`src/rtl/wimax_pkg.sv`:
```
// Shared WiMAX PHY definitions: sample type, QPSK constellation levels,
// demodulator FSM states and the default weak-sample threshold.
package wimax_pkg;

    typedef logic signed [15:0] sample_t;

    localparam sample_t POINT_707  = 16'sd11585;
    localparam sample_t POINT_N707 = -16'sd11585;

    typedef enum logic [1:0] {
        IDLE    = 2'd0,
        SEND_B1 = 2'd1,
        SEND_B2 = 2'd2
    } demod_state_t;

    localparam sample_t ERASE_THRESH_DEF = 16'sd2048;

endpackage

```
`src/rtl/qpsk_slicer.sv`:
```
// Combinational QPSK hard slicer: sign bits give {bit_1, bit_2}; with
// DEMOD_ERASURE_EN it also flags components whose magnitude is below threshold.
module qpsk_slicer #(
    parameter int                         SAMPLE_W     = 16,
    parameter logic signed [SAMPLE_W-1:0] ERASE_THRESH = 16'sd2048
) (
    input  logic signed [SAMPLE_W-1:0] i_in,
    input  logic signed [SAMPLE_W-1:0] q_in,
`ifdef DEMOD_ERASURE_EN
    output logic                       weak_i,
    output logic                       weak_q,
`endif
    output logic [1:0]                 bits
);

    // Zero is treated as positive, so a clear sign bit slices to 0.
    assign bits = {i_in[SAMPLE_W-1], q_in[SAMPLE_W-1]};

`ifdef DEMOD_ERASURE_EN
    logic [SAMPLE_W:0] i_ext_s;
    logic [SAMPLE_W:0] q_ext_s;
    logic [SAMPLE_W:0] i_abs_s;
    logic [SAMPLE_W:0] q_abs_s;
    logic [SAMPLE_W:0] thresh_s;

    // One extra bit keeps |-2^(SAMPLE_W-1)| representable.
    assign i_ext_s  = {i_in[SAMPLE_W-1], i_in};
    assign q_ext_s  = {q_in[SAMPLE_W-1], q_in};
    assign i_abs_s  = i_in[SAMPLE_W-1] ? ((~i_ext_s) + (SAMPLE_W+1)'(1)) : i_ext_s;
    assign q_abs_s  = q_in[SAMPLE_W-1] ? ((~q_ext_s) + (SAMPLE_W+1)'(1)) : q_ext_s;
    assign thresh_s = {1'b0, ERASE_THRESH};
    assign weak_i   = (i_abs_s < thresh_s);
    assign weak_q   = (q_abs_s < thresh_s);
`else
    logic unused_s;
    assign unused_s = ^{i_in[SAMPLE_W-2:0], q_in[SAMPLE_W-2:0], ERASE_THRESH};
`endif

endmodule

```
`src/rtl/qpsk_demodulator.sv`:
```
// QPSK hard-decision demodulator: accepts one I/Q symbol per handshake and
// streams bit_1 then bit_2 serially. Optional erasure flag via DEMOD_ERASURE_EN.
module qpsk_demodulator
    import wimax_pkg::*;
#(
    parameter int                         SAMPLE_W     = 16,
    parameter logic signed [SAMPLE_W-1:0] ERASE_THRESH = SAMPLE_W'(ERASE_THRESH_DEF),
    parameter int                         CNT_W        = 16
) (
    input  logic                       clk,
    input  logic                       rst,
    input  logic                       valid_in,
    output logic                       ready_out,
    input  logic signed [SAMPLE_W-1:0] i_in,
    input  logic signed [SAMPLE_W-1:0] q_in,
    output logic                       data_out,
    output logic                       valid_out,
    input  logic                       ready_in,
`ifdef DEMOD_ERASURE_EN
    output logic                       erase_out,
`endif
    output logic [CNT_W-1:0]           sym_count
);

    demod_state_t     state_r;
    logic             valid_r;
    logic             data_r;
    logic             bit2_r;
    logic [CNT_W-1:0] count_r;
    logic [1:0]       bits_s;
    logic             ready_s;
    logic             accept_s;
`ifdef DEMOD_ERASURE_EN
    logic             weak_i_s;
    logic             weak_q_s;
    logic             weak_q_r;
    logic             erase_r;
`endif

    qpsk_slicer #(
        .SAMPLE_W     (SAMPLE_W),
        .ERASE_THRESH (ERASE_THRESH)
    ) u_slicer (
        .i_in   (i_in),
        .q_in   (q_in),
`ifdef DEMOD_ERASURE_EN
        .weak_i (weak_i_s),
        .weak_q (weak_q_s),
`endif
        .bits   (bits_s)
    );

    // A new symbol can enter while bit_2 is leaving, giving one bit per cycle.
    assign ready_s   = (state_r == IDLE) || ((state_r == SEND_B2) && ready_in);
    assign accept_s  = valid_in && ready_s;
    assign ready_out = ready_s;
    assign data_out  = data_r;
    assign valid_out = valid_r;
    assign sym_count = count_r;
`ifdef DEMOD_ERASURE_EN
    assign erase_out = erase_r;
`endif

    // Serialiser FSM, symbol latch and accepted-symbol counter.
    always_ff @(posedge clk or posedge rst) begin
        if (rst) begin
            state_r  <= IDLE;
            valid_r  <= 1'b0;
            data_r   <= 1'b0;
            bit2_r   <= 1'b0;
            count_r  <= '0;
`ifdef DEMOD_ERASURE_EN
            weak_q_r <= 1'b0;
            erase_r  <= 1'b0;
`endif
        end else if (accept_s) begin
            state_r  <= SEND_B1;
            valid_r  <= 1'b1;
            data_r   <= bits_s[1];
            bit2_r   <= bits_s[0];
            count_r  <= count_r + CNT_W'(1);
`ifdef DEMOD_ERASURE_EN
            weak_q_r <= weak_q_s;
            erase_r  <= weak_i_s;
`endif
        end else begin
            case (state_r)
                IDLE: begin
                    state_r <= IDLE;
                end
                SEND_B1: begin
                    if (ready_in) begin
                        state_r <= SEND_B2;
                        data_r  <= bit2_r;
`ifdef DEMOD_ERASURE_EN
                        erase_r <= weak_q_r;
`endif
                    end else begin
                        state_r <= SEND_B1;
                    end
                end
                SEND_B2: begin
                    if (ready_in) begin
                        state_r <= IDLE;
                        valid_r <= 1'b0;
                        data_r  <= 1'b0;
`ifdef DEMOD_ERASURE_EN
                        erase_r <= 1'b0;
`endif
                    end else begin
                        state_r <= SEND_B2;
                    end
                end
                default: begin
                    state_r <= IDLE;
                    valid_r <= 1'b0;
                    data_r  <= 1'b0;
`ifdef DEMOD_ERASURE_EN
                    erase_r <= 1'b0;
`endif
                end
            endcase
        end
    end

endmodule

```
`config.mk`:
```
export PLATFORM = sky130hd
export DESIGN_NAME = qpsk_demodulator
export DESIGN_NICKNAME = d
export VERILOG_FILES = /design/src/rtl/wimax_pkg.sv /design/src/rtl/qpsk_slicer.sv /design/src/rtl/qpsk_demodulator.sv
export SDC_FILE = /design/constraint.sdc
export NUM_CORES = 1
export LEC_CHECK = 0
export BUFFER_PORTS_ARGS = -buffer_cell sky130_fd_sc_hd__buf_2
export CAP_MARGIN = 5
export CORE_UTILIZATION = 45
export CTS_CLUSTER_DIAMETER = 200
export CTS_CLUSTER_SIZE = 16
export DETAILED_ROUTE_END_ITERATION = 8
export PLACE_DENSITY = 0.81
export SLEW_MARGIN = 20
export SYNTH_ARGS = -nofsm -noshare
export SYNTH_HDL_FRONTEND = slang
export SYNTH_HIERARCHICAL = 1
export SYNTH_SLANG_ARGS = --single-unit
export TNS_END_PERCENT = 20
```
`constraint.sdc`:
```
create_clock -name clk -period 4.59 [get_ports clk]
set_input_delay 0.459 -clock clk [delete_from_list [all_inputs] [get_ports clk]]
set_output_delay 0.459 -clock clk [all_outputs]
set_load 0.005 [all_outputs]
```
; ---- Yosys cells after proc, flatten, opt, wreduce, memory -nomap -nowiden
; Cells that the tools add are included.
[op_classes]
n_eq_ne = 6
add_sub_neg = 1
reduce_logical = 7
n_mux = 10
[op_table]
columns = op, count
row1 = "16-bit by 1-bit adder with 16-bit output, second input constant", 1
row2 = 2-bit 2-to-1 mux, 3
row3 = "3-bit != test, second input constant", 2
row4 = 1-bit 2-to-1 mux, 4
row5 = 2-bit one-hot mux with 2 select lines, 1
row6 = 1-bit one-hot mux with 3 select lines, 1
row7 = 3-bit AND reduction, 1
row8 = "2-bit by 1-bit equality test with 1-bit output, second input constant", 1
row9 = "2-bit equality test, second input constant", 1
row10 = 1-bit logical AND, 2
row11 = 2-bit zero test, 1
row12 = "2-bit by 1-bit != test with 1-bit output, second input constant", 1
row13 = "2-bit != test, second input constant", 1
row14 = 1-bit one-hot mux with 2 select lines, 1
row15 = 2-bit AND reduction, 1
row16 = 2-bit OR reduction, 1
row17 = 1-bit logical OR, 1
[totals]
register_bits = 21
inputBits = 36
elab_cells = 29

; ---- Logic depth before layout (Yosys ltp)
[depth]
word_depth = 6
depth_mapped = 7
mapped_depth_nobuf = 6

; ---- Cells and area by module
; Netlist, hierarchy kept.
[modules_own_cells]
columns = mod, cells_per_inst, area_per_inst_um2, instances
row1 = qpsk_demodulator, 101, 1089.8, 1
row2 = qpsk_slicer, 2, 15.0, 1

; ---- Worst setup path before layout
; OpenSTA, ideal clock, no wires.
[synth_timing]
path_type = flip-flop to flip-flop
startpoint = register state_r[0]
endpoint = register data_r, in the netlist data_out
setup_slack_ns = 3.018
t_arrival_ns = 1.446
setup_time_ns = 0.126
required_ns = 4.464
stages_incl_launch_ff = 7
path_buffers = 1
path_cell_list = dfrtp_1 inv_1 ha_1 a21o_4 and2_4 buf_6 a221o_1
[synth_between]
elab_chain_cells = 6
[synth_rtl]
columns = element, line
row1 = start: declaration, qpsk_demodulator.sv:25  ; demod_state_t state_r;
row2 = start signal: assignment, qpsk_demodulator.sv:67  ; state_r <= IDLE;
row3 = start signal: assignment, qpsk_demodulator.sv:77  ; state_r <= SEND_B1;
row4 = start signal: assignment, qpsk_demodulator.sv:89  ; state_r <= IDLE;
row5 = 2-bit equality test, qpsk_demodulator.sv:54  ; assign ready_s = (state_r == IDLE) || ((state_r == SEND_B2) && ready_in);
row6 = 1-bit logical AND, qpsk_demodulator.sv:54
row7 = 1-bit logical OR (*), qpsk_demodulator.sv:54
row8 = via ready_out, qpsk_demodulator.sv:13  ; output logic ready_out,
row9 = 1-bit logical AND (*), qpsk_demodulator.sv:55  ; assign accept_s = valid_in && ready_s;
row10 = 3-bit != test (no source line) or 2-bit != test (tied branches), --
row11 = 3-bit AND reduction (no source line), --
row12 = end signal: assignment, qpsk_demodulator.sv:79  ; data_r <= bits_s[1];
row13 = end signal: assignment, qpsk_demodulator.sv:94  ; data_r <= bit2_r;
row14 = end: declaration, qpsk_demodulator.sv:27  ; logic data_r;
; The timed path passes the listed nets; every way through them passes the cells marked *.
; A chain may end at the register's enable or synchronous reset.

; ---- Final worst setup path
[layout_timing]
startpoint = register state_r[0]
endpoint = output port ready_out
[layout_between]
elab_chain_cells = 3
[layout_rtl]
columns = element, line
row1 = 2-bit equality test, qpsk_demodulator.sv:54
row2 = 1-bit logical AND, qpsk_demodulator.sv:54
row3 = 1-bit logical OR (*), qpsk_demodulator.sv:54
row4 = end: declaration, qpsk_demodulator.sv:13
; Every way passes the cells marked *; elsewhere a longest branch is shown, timed or not.

==> results.yml <==
floorplanning:
  fp.dieW_um: 51.6
  die_h_um: 51.6
  core_area_um2: 2250
  std_cell_rows: 17
  die_area_um2: 2660
  start_util_pct: 49.0
  ios: 55
yosys:
  synth_top_area_share_pct: 47.6
  synth-seq-cells: 21
  synth_simple_gate_area_share_pct: 23.8
  synth_fp_nets: 143
  synth_xor_area_share_pct: 11.9
  avgSynthCellArea_um2: 10.7
  ys_seq_area_share_pct: 47.6
  synth_compound_area_share_pct: 4.30
  muxShareOfSynthArea_pct: 2.83
  synth_top_family_by_area: "simple AND/OR/NAND/NOR gates"
  netlist_area_um2: 1100
  synth_top_area_cell: "dfrtp_1"
  yosys_warnings: 6
  ys_top_cells_by_area: "dfrtp_1 48%, xor2_1 7.1%, nand2_1 6.1%, xnor2_1 4.8%, ha_1 4.5%"
  synthAdderAreaFrac_pct: 4.53
  synth_cells: 103
  yosys.cell_types.count: 29
global_routing:
  antenna_found_initial: 0
  grt_first_pass_wirelength_um: 3390
  overflow: 0
  grt_pass1_vias: 816
  grt_max_degree: 22
  grt_usage_pct: 17.3
clock_network:
  cts_made_buffers: 3
  clock_latency_ns: 0.31
  cts_resized: 0
  cts_buffer_depth: 2
  cts_tree: "built"
  cts_root_buffer: "clkbuf_4"
  ctsHoldBuffers: 0
  cts_setup_buffers: 0
  cts.sinks: 21
  clk_pin_slew_ns: 0.12
  htree_levels: 1
timing:
  rsz0062_at_grt: "no"
  finalHoldViolations: 0
  worstMarginPinSlew_ns: 0.775
  finalSetupTns_ns: 0
  finalClockSkew_ns: 0.00189
  period_needed_ns: 1.84
  maxSlewViolCount: 0
  finalSetupViolCount: 0
  slew_headroom_pct: 48.3
  fmax_ghz: 0.542
  min_period_over_period_pct: 40.2
routing:
  vias: 831
  postRouteAntennaNets: 0
  wl_per_cell_um: 12.9
  drtPass1Iterations: 4
  drt_iter0_drc: 14
  wl_um: 2000
  viasPerCell: 5.36
  drc: 0
placement:
  portBuffers: 24
  dp_hpwl_um: 1510
  dpl_cell_area_um2: 1220
  place_congestion: 0.814
finish:
  fillers: 211
  area_delta_synth_final_pct: 13.1
  nets: 168
  diodes: 0
  fin_area_um2: 1250
  seqCellArea_um2: 526
  multi_input_area_um2: 523
  drive_gt1_share_pct: 30.7
run:
  drv_cap: 0
worst_setup_path:
  crit_arrival_ns: 1.39
  crit_fanout: 6
  required_ns: 4.13
  start_kind: "flip-flop"
  worstSetupEndpointType: "primary output"
  criticalPathCategory: "flip-flop to primary output"
power_and_ir_drop:
  powerDensity_nw_per_um2: 462
  leakagePower_nw: 0.653
  ir_drop_v: 0.000252
outcome:
  outcome: "finished clean"
min_path:
  worstHoldPathType: "primary input to async pin"
critical path, cell delays in order, from the launching register on:
cell and delay, ns:
dfrtp_1 0.37, inv_1 0.06, ha_1 0.26, a21o_4 0.25
buf_2 0.13
logic make-up after synthesis:
logic type               Yosys count
XOR/XNOR                          15
multiplexers                       3
flip-flops                        21
adder cells (fa/ha/maj)            4
AO/OA/AOI/OAI                      6
buffers and inverters              9
AND/OR/NAND/NOR                   45
cells in the mapped netlist (all sizes together):
cell / n
dfrtp: 21
a21oi: 1
and4: 1
and3: 1
mux2: 1
nor3: 6
nor2: 4
nand4b: 1
a221o: 1
nand4: 4
buf: 4
and2: 1
mux2i: 2
nand2: 18
xnor2: 6
or2: 1
a21o: 1
inv: 5
o21bai: 1
xor2: 9
nand3: 5
o21ai: 2
ha: 4
or3: 1
nor4: 2
routing by layer:
| metal | track usage, % | share of wire [%] |
|---|---|---|
| met1 | 21.2 | 44 |
| met2 | 28.6 | 49 |
| met3 | 2.92 | 5.4 |
| met4 | 10.4 | 1.6 |
| met5 | 0 | 0 |
cell usage in the layout (no fill, tap or decap), drive strengths merged:
master / count
a21o: 1
a21oi: 1
a221o: 1
and2: 1
and3: 1
and4: 1
buf: 24
clkbuf: 3
clkinv: 1
dfrtp: 21
ha: 4
inv: 5
mux2: 1
mux2i: 2
nand2: 18
nand3: 5
nand4: 4
nand4b: 1
nor2: 4
nor3: 6
nor4: 2
o21ai: 2
o21bai: 1
or2: 1
or3: 1
xnor2: 6
xor2: 9
state kept, by name, summed over array words and instances, names as in the netlist:
| register | count |
|---|---|
| data_out | 1 |
| sym_count | 16 |
| valid_out | 1 |
| state_r | 2 |
| bit2_r | 1 |
path summary, 6_finish.rpt:
check	slack, ns	depth (start not counted)	end	startpoint
setup / recovery	2.75	4	ready_out	state_r[0]
hold / removal	0.27	2	sym_count[14]	rst
setup reg to reg	2.98	6	sym_count[13]	state_r[0]
hold reg to reg	0.48	1	sym_count[15]	sym_count[15]
max in group asynchronous	3.84	2	sym_count[2]	rst
min in group clk	0.33	3	bit2_r	q_in[15]
where the power goes:
group	switching, mW	internal, mW
registers	0.0456	0.229
clock network	0.0583	0.0326
logic	0.113	0.0988
total	0.217	0.361
cell type report:
cell class,count,area share [%]
Timing Repair Buffer,24,9.61
Tap cell,28,2.80
Sequential cell,21,42.0
Clock inverter,1,0.400
Inverter,5,1.50
Multi-Input combinational cell,73,41.8
Clock buffer,3,1.80
metrics by stage:
stage	total power, mW	cells	util (%)	hold WS, ns	setup slack (ns)
after detailed placement	0.493	151	54.2	0.461	3.00
after global placement	0.478	151	54.2	0.452	3.05
final	0.578	155	55.4	0.269	2.75
after floorplan	0.424	103	-	0.436	3.02
after global routing	0.621	155	55.4	0.332	2.65
after CTS	0.584	155	55.4	0.295	2.73
No activity file was read; power rests on OpenSTA's default activity.
